===== src/rtl/pc_fetch_stage.sv =====
// pc_fetch_stage: architectural PC register and instruction-fetch sequencer.
// Issues one outstanding fetch at a time and presents the fetched word to
// decode with a valid/ready handshake. A flush redirects fetch to npc_in. A
// flush that lands while a request is still outstanding marks that response
// to be thrown away. A misaligned next PC parks the block in HALT with a
// sticky error.
module pc_fetch_stage #(
  parameter int unsigned        SIZE     = 32,
  parameter logic [SIZE-1:0]    RESET_PC = {SIZE{1'b0}}
) (
  input  logic            clk,
  input  logic            rst_n,
  input  logic [SIZE-1:0] npc_in,
  input  logic            flush,
  output logic [SIZE-1:0] imem_addr,
  output logic            imem_req,
  input  logic            imem_ack,
  input  logic [SIZE-1:0] imem_rdata,
  output logic [SIZE-1:0] ins_out,
  output logic [SIZE-1:0] pc_out,
  output logic [SIZE-1:0] pc4_out,
  output logic            ins_valid,
  input  logic            ins_ready,
  output logic            misalign_err,
  output logic [SIZE-1:0] fetch_count
);

  typedef enum logic [1:0] {
    S_FETCH = 2'd0,
    S_HOLD  = 2'd1,
    S_HALT  = 2'd2
  } state_e;

  localparam logic [SIZE-1:0] PC_STEP  = {{(SIZE-3){1'b0}}, 3'b100};
  localparam logic [SIZE-1:0] CNT_STEP = {{(SIZE-1){1'b0}}, 1'b1};

  state_e          state_q, state_d;
  logic [SIZE-1:0] pc_q, pc_d;           // architectural PC
  logic [SIZE-1:0] addr_q, addr_d;       // address of the request on the bus
  logic            req_q, req_d;
  logic            drop_q, drop_d;       // outstanding response must be discarded
  logic [SIZE-1:0] ins_q, ins_d;
  logic [SIZE-1:0] pc_out_q, pc_out_d;
  logic            valid_q, valid_d;
  logic            err_q, err_d;
  logic [SIZE-1:0] cnt_q, cnt_d;

  logic            ack_s;
  logic            aligned_s;

  // A response only counts while a request is actually being driven.
  assign ack_s     = req_q & imem_ack;
  assign aligned_s = (npc_in[1:0] == 2'b00);

  // Next-state and datapath decisions; every register holds unless changed.
  always_comb begin
    state_d  = state_q;
    pc_d     = pc_q;
    addr_d   = addr_q;
    req_d    = req_q;
    drop_d   = drop_q;
    ins_d    = ins_q;
    pc_out_d = pc_out_q;
    valid_d  = valid_q;
    err_d    = err_q;
    cnt_d    = cnt_q;
    case (state_q)
      S_FETCH: begin
        req_d = 1'b1;
        if (flush) begin
          pc_d = npc_in;
          if (ack_s) begin
            drop_d = 1'b0;
            addr_d = npc_in;
          end else if (req_q) begin
            // request still in flight: keep its address, discard its data later
            drop_d = 1'b1;
          end else begin
            addr_d = npc_in;
          end
        end else if (ack_s) begin
          if (drop_q) begin
            drop_d = 1'b0;
            addr_d = pc_q;
          end else begin
            ins_d    = imem_rdata;
            pc_out_d = addr_q;
            valid_d  = 1'b1;
            req_d    = 1'b0;
            state_d  = S_HOLD;
          end
        end else begin
          addr_d = addr_q;
        end
      end
      S_HOLD: begin
        req_d = 1'b0;
        if (flush) begin
          pc_d    = npc_in;
          addr_d  = npc_in;
          valid_d = 1'b0;
          req_d   = 1'b1;
          state_d = S_FETCH;
        end else if (ins_ready) begin
          cnt_d   = cnt_q + CNT_STEP;
          valid_d = 1'b0;
          pc_d    = npc_in;
          addr_d  = npc_in;
          if (aligned_s) begin
            req_d   = 1'b1;
            state_d = S_FETCH;
          end else begin
            err_d   = 1'b1;
            state_d = S_HALT;
          end
        end else begin
          valid_d = 1'b1;
        end
      end
      S_HALT: begin
        req_d   = 1'b0;
        valid_d = 1'b0;
        if (flush) begin
          pc_d   = npc_in;
          addr_d = npc_in;
          if (aligned_s) begin
            req_d   = 1'b1;
            state_d = S_FETCH;
          end else begin
            err_d = 1'b1;
          end
        end else begin
          state_d = S_HALT;
        end
      end
      default: begin
        state_d = S_FETCH;
        req_d   = 1'b0;
        valid_d = 1'b0;
        drop_d  = 1'b0;
      end
    endcase
  end

  // State and output registers with asynchronous reset to the reset PC.
  always_ff @(posedge clk or negedge rst_n) begin
    if (!rst_n) begin
      state_q  <= S_FETCH;
      pc_q     <= RESET_PC;
      addr_q   <= RESET_PC;
      req_q    <= 1'b0;
      drop_q   <= 1'b0;
      ins_q    <= {SIZE{1'b0}};
      pc_out_q <= RESET_PC;
      valid_q  <= 1'b0;
      err_q    <= 1'b0;
      cnt_q    <= {SIZE{1'b0}};
    end else begin
      state_q  <= state_d;
      pc_q     <= pc_d;
      addr_q   <= addr_d;
      req_q    <= req_d;
      drop_q   <= drop_d;
      ins_q    <= ins_d;
      pc_out_q <= pc_out_d;
      valid_q  <= valid_d;
      err_q    <= err_d;
      cnt_q    <= cnt_d;
    end
  end

  assign imem_addr    = addr_q;
  assign imem_req     = req_q;
  assign ins_out      = ins_q;
  assign pc_out       = pc_out_q;
  assign pc4_out      = pc_out_q + PC_STEP;
  assign ins_valid    = valid_q;
  assign misalign_err = err_q;
  assign fetch_count  = cnt_q;

endmodule


===== config.mk =====
export PLATFORM = sky130hd
export DESIGN_NAME = pc_fetch_stage
export DESIGN_NICKNAME = d
export VERILOG_FILES = /design/src/rtl/pc_fetch_stage.sv
export SDC_FILE = /design/constraint.sdc
export NUM_CORES = 1
export LEC_CHECK = 0
export BUFFER_PORTS_ARGS = -buffer_cell sky130_fd_sc_hd__buf_2
export CAP_MARGIN = 20
export CORE_ASPECT_RATIO = 0.7
export CORE_UTILIZATION = 58
export CTS_BUF_LIST = sky130_fd_sc_hd__clkbuf_2
export CTS_CLUSTER_SIZE = 12
export DETAILED_ROUTE_END_ITERATION = 8
export HOLD_SLACK_MARGIN = 0.08
export PLACE_DENSITY = 0.89
export SLEW_MARGIN = 30
export SYNTH_ARGS = -nofsm -noshare
export SYNTH_HDL_FRONTEND = slang
export SYNTH_SLANG_ARGS = --single-unit

===== constraint.sdc =====
create_clock -name clk -period 3.8 [get_ports clk]
set_clock_uncertainty 0.2 [all_clocks]
set_input_delay 0.38 -clock clk [delete_from_list [all_inputs] [get_ports clk]]
set_output_delay 0.38 -clock clk [all_outputs]
set_load 0.03 [all_outputs]

==> flow_summary.json, run 1 <==
{
  "antenna_found_initial": 2,
  "fin_cells": 1062,
  "r2r_cells": 5,
  "tightestPinTransition_ns": 0.8800,
  "synth-seq-area-share": 0.5396,
  "hold_depth": 3,
  "grt_pass1_vias": 6266,
  "setup_viol": 0,
  "design_area_um2": 9996,
  "wl_per_cell_um": 19.11,
  "p_total_mw": 8.205,
  "die_h_um": 98.39,
  "grt_start_max_net_pins": 98,
  "cts_tree": "done",
  "layout-drive-gt1-share": 0.5045,
  "worst-setup-path-type": "flip-flop to output pin",
  "syn_area_per_cell_um2": 13.25,
  "max_slew_margin": 0.4085,
  "worstSetupStartpoint": "pc_out[6]",
  "die_w_um": 139.7,
  "routed_wl_mm": 20.29,
  "synthesis.area_um2": 7699,
  "cp_data_required_time_ns": 3.22,
  "dpl_cell_area_um2": 8999,
  "grt.total_usage": 0.3047,
  "start_util": 0.6073,
  "yosys_most_used_dff": "dfrtp_1",
  "final_common_cell": "buf_2",
  "status": "completed",
  "syn_nets": 657,
  "ctsLongestPathBuffers": 2,
  "hold_path.class": "input pin to flip-flop",
  "drc": 0,
  "yosysTopAreaCell": "dfrtp_1",
  "clock-sinks": 166,
  "cts_buffers": 17,
  "worstHoldStart": "npc_in[5]",
  "clock.fmax_ghz": 0.2843,
  "slew_violations": 0,
  "grt_setup_unrepaired": "no",
  "dp_cells": 956,
  "cp_cell_sequence": "and4_1, nand4_2, nor4_1, xor2_1, buf_2",
  "io_buffers": 231,
  "cts_setup_buffers": 0,
  "timing.rr.start": "state_q[0]",
  "core_area_um2": 12680,
  "cts_resized": 0,
  "grt_pass1_wl_mm": 32.37,
  "cts_root_buf": "clkbuf_2",
  "p_per_area_nw_per_um2": 820.8,
  "io_pins": 232,
  "syn2layout_area_growth_pct": 29.84,
  "yosys-top-cells-area": "dfrtp_1 54%, mux2_2 24%, xor2_1 3.4%",
  "cpMaxStageDelayCell": "dfrtp_1",
  "layout.nets": 961,
  "synth_seq_cells": 166,
  "hold_slack_ns": 0.2036,
  "tns_ns": 0,
  "drv_cap": 0,
  "holdBufCountCts": 72,
  "leakagePower_nw": 4.782,
  "grt_overflow": 0,
  "gp_congestion": 1.001,
  "firstDrtPassIters": 4,
  "drt.antenna.violating_nets": 0,
  "fin_util": 0.7885,
  "layout_setup_ws_ns": 0.2823,
  "critPathLaunchType": "flip-flop",
  "synth_cell_types": 44,
  "cpPeakStageDelay_ns": 0.51,
  "cp-endpoint": "pc4_out[24]",
  "placementRows": 34,
  "hold_violations": 0,
  "regToRegSetupSlack_ns": 1.13,
  "regToRegEndpoint": "imem_addr[21]",
  "htree_num_levels": 4,
  "syn_inst": 581,
  "drt_iter0_markers": 284,
  "post-place-ws_ns": 1.151,
  "dpl.hpwl_mm": 12.98,
  "min_period_ns": 3.518,
  "layout_common_cells": "230 x buf_2, 166 x dfrtp_1, 161 x mux2_2",
  "async_flop_share": 1.000,
  "path_max_fanout": 14,
  "period_share": 0.9257,
  "ys.warnings.count": 0,
  "worstPathArrival_ns": 2.94,
  "critPathCaptureType": "output pin",
  "vias": 6009,
  "vias_per_cell": 5.658,
  "synth_top_area_frac": 0.5396,
  "peakVddDrop_v": 0.0007546,
  "clkTransAtPathRegs_ns": 0.26,
  "insertion_delay_ns": 0.72,
  "synth_edf_count": 0,
  "die_area_um2": 13750
}
## routing by layer
metal	track usage	up-vias	routed length, um
li1	-	2680	-
met1	0.3734	3008	8242
met2	0.5173	258	10220
met3	0.08386	63	1230
met4	0.1158	0	595
met5	0	-	0
## area by class of cell
cell class,instances,area [um^2]
repair buffers,310,1938
well taps,162,202.7
clock buffers,18,90.09
flip-flops and latches,166,4154
clock inverters,14,178.9
inverters,12,45.04
multi-input cells,378,3382
diodes,2,5.005
fillers,763,2681
## cells by family after synthesis
group / share of synthesized area
buf+inv: 0.02389
mux: 0.2355
fa+ha+maj: 0.01138
xor+xnor: 0.06712
simple gates: 0.1052
flops: 0.5396
compound gates: 0.01739
## synthesized netlist by cell type, types with 3 or more instances
cell      instances
or2_2             3
nor3_1            9
nor4_1           12
xor2_1           30
nand4_1          15
mux2_2          161
buf_2             8
nand2_1          28
clkbuf_1         12
and4_1            7
a21oi_1           6
o21ai_0           6
nor2_1           11
dfrtp_1         166
nor2b_1           3
nor4_2            4
xnor2_1          29
inv_1            12
and3_1            4
nand3_1          17
ha_1              7
## worst max-delay path, delay by kind of cell, from the launching register on
family        cells  cell delay (ns)
buf+inv           1             0.23
xor+xnor          1             0.21
flops             1             0.51
simple gates      3             1.26
## power breakdown
| part | switching, mW | internal (mW) |
|---|---|---|
| clock | 0.651 | 0.378 |
| sequential | 0.664 | 2.43 |
| combinational | 2.54 | 1.53 |
## state kept, by name, indices dropped and copies added, names as in the netlist
signal        flops
pc_out           32
state_q           2
ins_out          32
ins_valid         1
pc_q             32
imem_req          1
fetch_count      32
imem_addr        32
drop_q            1
misalign_err      1
## how the worst min path moves through the flow
stage | to | slack (ns)
4_1_cts | pc_q[8] | 0.15
6_report | pc_q[5] | 0.20
3_3_place_gp | fetch_count[31] | 0.26
2_1_floorplan | drop_q | -0.12
5_1_grt | pc_q[18] | 0.13
3_5_place_dp | fetch_count[31] | 0.26
Power figures use the tool's default switching activity.
==> run 2: changes to the inputs <==
--- a/config.mk
+++ b/config.mk
@@ -5,10 +5,11 @@
 export SDC_FILE = /design/constraint.sdc
 export NUM_CORES = 1
 export LEC_CHECK = 0
+export ABC_AREA = 1
 export BUFFER_PORTS_ARGS = -buffer_cell sky130_fd_sc_hd__buf_2
 export CAP_MARGIN = 20
 export CORE_ASPECT_RATIO = 0.7
-export CORE_UTILIZATION = 58
+export CORE_UTILIZATION = 59
 export CTS_BUF_LIST = sky130_fd_sc_hd__clkbuf_2
 export CTS_CLUSTER_SIZE = 12
 export DETAILED_ROUTE_END_ITERATION = 8
==> flow_summary.json, run 2 <==
{
  "status": "completed",
  "synth-compound-area-share": 0.09199,
  "dpl_cell_area_um2": 9480,
  "grt_pass1_vias": 7249,
  "ctsLongestPathBuffers": 2,
  "grt_start_max_net_pins": 80,
  "synth_edf_count": 0,
  "worstPathArrival_ns": 2.79,
  "leakagePower_nw": 5.282,
  "syn_inst": 899,
  "worstSetupStartpoint": "pc_out[3]",
  "drv_cap": 0,
  "clkTransAtPathRegs_ns": 0.28,
  "synth_cell_types": 38,
  "yosys_most_used_dff": "dfrtp_1",
  "clock.fmax_ghz": 0.2964,
  "insertion_delay_ns": 0.72,
  "design_area_um2": 10500,
  "wl_per_cell_um": 16.68,
  "cp_data_required_time_ns": 3.22,
  "placementRows": 35,
  "clock-sinks": 166,
  "async_flop_share": 1.000,
  "io_buffers": 231,
  "hold_slack_ns": 0.1742,
  "syn2layout_area_growth_pct": 26.71,
  "hold_path.class": "input pin to flip-flop",
  "yosys-top-cells-area": "dfrtp_1 50%, nand2_1 9.1%, mux2_1 6.8%",
  "synth-seq-area-share": 0.5015,
  "yosysMostFrequentCell": "nand2_1",
  "core_area_um2": 13440,
  "grt_pass1_wl_mm": 36.36,
  "synth_seq_cells": 166,
  "routed_wl_mm": 23.27,
  "tightestPinTransition_ns": 1.000,
  "setup_viol": 0,
  "antenna_found_initial": 0,
  "cts_tree": "done",
  "ys_top_cells_by_count": "200 x nand2_1, 166 x dfrtp_1, 101 x nor2_1",
  "die_area_um2": 14520,
  "vias": 7645,
  "synth_top_family_by_area": "simple AND/OR/NAND/NOR gates",
  "cts_setup_buffers": 0,
  "layout.nets": 1273,
  "htree_num_levels": 4,
  "timing.rr.start": "state_q[0]",
  "synthAdderAreaFrac": 0.01057,
  "ys.warnings.count": 0,
  "critPathCaptureType": "output pin",
  "peakVddDrop_v": 0.0004888,
  "die_h_um": 101.1,
  "synthXorXnorAreaFrac": 0.04124,
  "syn_nets": 975,
  "critical_path_buf_inv_count": 1,
  "path_max_fanout": 5,
  "dpl.hpwl_mm": 15.85,
  "diodes": 0,
  "cts_root_buf": "clkbuf_2",
  "period_share": 0.8879,
  "cts_buffers": 17,
  "worst-setup-path-type": "flip-flop to output pin",
  "io_pins": 232,
  "layout-drive-gt1-share": 0.2901,
  "drc": 0,
  "gp_congestion": 0.9619,
  "max_slew_margin": 0.3298,
  "worstHoldStart": "imem_rdata[20]",
  "die_w_um": 143.6,
  "hold_violations": 0,
  "synth.area.mux_share": 0.06798,
  "drt.antenna.violating_nets": 0,
  "slew_violations": 0,
  "start_util": 0.6161,
  "grt.total_usage": 0.3305,
  "min_period_ns": 3.374,
  "grt_overflow": 0,
  "tns_ns": 0,
  "synthesis.area_um2": 8283,
  "drt_iter0_markers": 675,
  "yosysTopAreaCell": "dfrtp_1",
  "critPathLaunchType": "flip-flop",
  "grt_setup_unrepaired": "no",
  "layout_common_cells": "230 x buf_2, 199 x nand2_1, 166 x dfrtp_1",
  "cpMaxStageDelayCell": "dfrtp_1",
  "syn_area_per_cell_um2": 9.214,
  "cts_resized": 0,
  "cpPeakStageDelay_ns": 0.47,
  "cp_top_family": "simple AND/OR/NAND/NOR gates",
  "cp_cell_sequence": "ha_1, nand3_1, nor3_2, nand2_2, nor2_4, xor2_1, buf_2",
  "final_common_cell": "buf_2",
  "vias_per_cell": 5.480,
  "yosys.area_share.simple": 0.2228,
  "synth_top_area_frac": 0.5015,
  "p_per_area_nw_per_um2": 826.2,
  "firstDrtPassIters": 5
}
-- run 2: cell types whose count changed in the layout (fill, tap and decap cells not counted), sizes merged, moves of 12 or more --
| cell | change |
|---|---|
| nor3 | +12 |
| nand3 | +16 |
| inv | +72 |
| xnor2 | -14 |
| a21oi | +42 |
| nor4 | -17 |
| nand2 | +193 |
| nor2 | +102 |
| o21ai | +63 |
| mux2 | -111 |
-- run 2: cell type report --
type | instances | area (um^2)
Clock buffer | 17 | 85.08
Tap cell | 185 | 231.5
Clock inverter | 15 | 180.2
Inverter | 76 | 287.8
Timing Repair Buffer | 308 | 1941
Multi-Input combinational cell | 628 | 3616
Fill cell | 931 | 2949
Sequential cell | 166 | 4154
-- run 2: power breakdown --
part	total [mW]	switching [mW]	internal, mW
clock	1.03	0.698	0.332
combinational	4.52	3.17	1.35
sequential	3.12	0.652	2.47
-- run 2: logic make-up (layout without fill, tap and decap cells) --
group                      count (synthesis)  after routing
AOI/OAI and AO/OA                        122            122
and+or+nand+nor                          410            410
DFF                                      166            166
muxes                                     50             50
adders and majority gates                  7              7
buffers and inverters                    105            416
xor gates and xnor gates                  39             39
-- run 2: through the flow --
step | utilization | setup WS, ns | instances | total power, mW
after floorplan | - | 1.246 | 899 | 6.296
after global placement | 0.7052 | 1.048 | 1291 | 7.302
after detailed placement | 0.7052 | 0.9126 | 1291 | 7.452
after CTS | 0.7785 | 0.4143 | 1394 | 8.535
after global routing | 0.7806 | 0.2703 | 1395 | 9.148
final | 0.7806 | 0.4259 | 1395 | 8.671
-- run 2: layer usage --
| layer | vias to the layer above | wire length, um | global-route usage |
|---|---|---|---|
| li1 | 3510 | - | - |
| met1 | 3675 | 9712 | 0.4356 |
| met2 | 396 | 10690 | 0.5284 |
| met3 | 64 | 1986 | 0.07281 |
| met4 | 0 | 881 | 0.1547 |
| met5 | - | 0 | 0 |
-- run 2: final timing paths --
check,endpoint,slack (ns),depth (start not counted)
max in group asynchronous,pc_q[28],1.97,4
worst min-delay path,ins_out[20],0.17,3
worst max-delay path,pc4_out[18],0.43,7
worst min register to register,misalign_err,0.31,1
worst max register to register,imem_addr[8],1.10,9
min in group asynchronous,imem_addr[22],0.55,3
-- run 2: tightest hold or removal path, stage by stage --
cell and delay [ns]:
dlygate4sd3_1 0.52, buf_2 0.09, mux2_1 0.11
-- run 2: repair_timing --
item,CTS,global route
hold buffers,71,0
endpoints found under the hold margin,214,0
endpoints found under the setup margin,0,0
==> run 3: changes to the inputs <==
--- a/config.mk
+++ b/config.mk
@@ -9,6 +9,7 @@
 export BUFFER_PORTS_ARGS = -buffer_cell sky130_fd_sc_hd__buf_2
 export CAP_MARGIN = 20
 export CORE_ASPECT_RATIO = 0.7
+export CORE_MARGIN = 2
 export CORE_UTILIZATION = 59
 export CTS_BUF_LIST = sky130_fd_sc_hd__clkbuf_2
 export CTS_CLUSTER_SIZE = 12
==> flow_summary.json, run 3 (same netlist as run 2, synthesis figures left out) <==
{
  "p_per_area_nw_per_um2": 821.8,
  "critPathLaunchType": "flip-flop",
  "slew_violations": 0,
  "regArea_um2": 4154,
  "grtUsageMet2": 0.4954,
  "antenna_found_initial": 0,
  "diodes": 0,
  "layout_setup_ws_ns": 0.4183,
  "dpl_cell_area_um2": 9487,
  "post-place-ws_ns": 0.9408,
  "insertion_delay_ns": 0.76,
  "routed_wl_mm": 23.03,
  "r2r_cells": 9,
  "min_period_ns": 3.382,
  "io_pins": 232,
  "start_util": 0.5990,
  "grt_pass1_wl_mm": 36.54,
  "layout_common_cells": "230 x buf_2, 199 x nand2_1, 166 x dfrtp_1",
  "placementRows": 36,
  "core_area_um2": 13830,
  "syn2layout_area_growth_pct": 27.01,
  "use_met3": 0.08009,
  "cts_setup_buffers": 0,
  "drc": 0,
  "worstPathArrival_ns": 2.80,
  "vias_per_cell": 5.335,
  "hold_path.class": "input pin to flip-flop",
  "grt.total_usage": 0.3141,
  "die_h_um": 103.1,
  "design_area_um2": 10520,
  "drt_iter0_markers": 594,
  "clkTransAtPathRegs_ns": 0.26,
  "period_share": 0.8899,
  "path_max_fanout": 5,
  "tns_ns": 0,
  "grt_use_met1": 0.4287,
  "drt.antenna.violating_nets": 0,
  "clock-sinks": 166,
  "wl_per_cell_um": 16.44,
  "fill_cells": 967,
  "htree_num_levels": 4,
  "dpl.hpwl_mm": 15.53,
  "hold_depth": 3,
  "grt_pass1_vias": 6919,
  "hold_slack_ns": 0.1552,
  "cts_root_buf": "clkbuf_2",
  "setup_viol": 0,
  "grt_setup_unrepaired": "no",
  "max_slew_margin": 0.6069,
  "leakagePower_nw": 5.296,
  "cts_buffers": 17,
  "multi_input_area_um2": 3616,
  "critPathCaptureType": "output pin",
  "grt_start_max_net_pins": 80,
  "cp_data_required_time_ns": 3.22,
  "gp_congestion": 0.9422,
  "worst-setup-path-type": "flip-flop to output pin",
  "die_area_um2": 15020,
  "final_common_cell": "buf_2",
  "status": "completed",
  "grt_busiest_layer": "met2",
  "ctsLongestPathBuffers": 2,
  "die_w_um": 145.6,
  "vias": 7474,
  "firstDrtPassIters": 5,
  "tightestPinTransition_ns": 0.5896,
  "grt_overflow": 0,
  "peakVddDrop_v": 0.0004544,
  "fin_util": 0.7608,
  "cts_tree": "done",
  "regToRegSetupSlack_ns": 1.10,
  "clock.fmax_ghz": 0.2957,
  "io_buffers": 231,
  "hold_violations": 0,
  "drv_cap": 0,
  "layout-drive-gt1-share": 0.2898,
  "layout.nets": 1274
}
## run 3: what timing repair did
action,CTS,global route
gates resized for setup,0,0
endpoints found under the hold margin,294,0
hold buffers,71,0
## run 3: routing by layer
metal | vias to the layer above | wire (um) | share of wire
li1 | 3510 | - | -
met4 | 0 | 835 | 0.036
met3 | 64 | 1884 | 0.082
met1 | 3525 | 9937 | 0.43
met5 | - | 0 | 0
met2 | 375 | 10370 | 0.45
## run 3: report_power, final
part	internal, mW	switching, mW
Sequential	2.46	0.653
Clock	0.372	0.658
Combinational	1.36	3.13
## run 3: area by class of cell
cell class              count  area share
multi-input cells         628      0.3437
well taps                 190     0.02260
clock inverters            15     0.01677
inverters                  76     0.02735
repair buffers            309      0.1866
clock buffers              17    0.008088
flip-flops and latches    166      0.3949
## run 3: through the flow
stage / power (mW) / cells
after floorplan: 6.296 / 899
after global placement: 7.314 / 1296
after detailed placement: 7.447 / 1296
after CTS: 8.531 / 1399
after global routing: 9.101 / 1401
final: 8.646 / 1401
## run 3: final timing paths
check | from | endpoint
worst max-delay path | pc_out[2] | pc4_out[22]
worst min-delay path | imem_rdata[19] | ins_out[19]
worst max register to register | state_q[0] | imem_addr[0]
worst min register to register | ins_out[14] | ins_out[14]
max in group asynchronous | rst_n | imem_addr[6]
min in group asynchronous | rst_n | drop_q
## run 3: worst max-delay path: stages, from the launching register on
cell	delay, ns
dfrtp_1	0.48
ha_1	0.24
nand3_1	0.19
nor3_2	0.35
nand2_2	0.17
nor2_4	0.18
nand3_1	0.09
nand2_1	0.13
buf_2	0.21
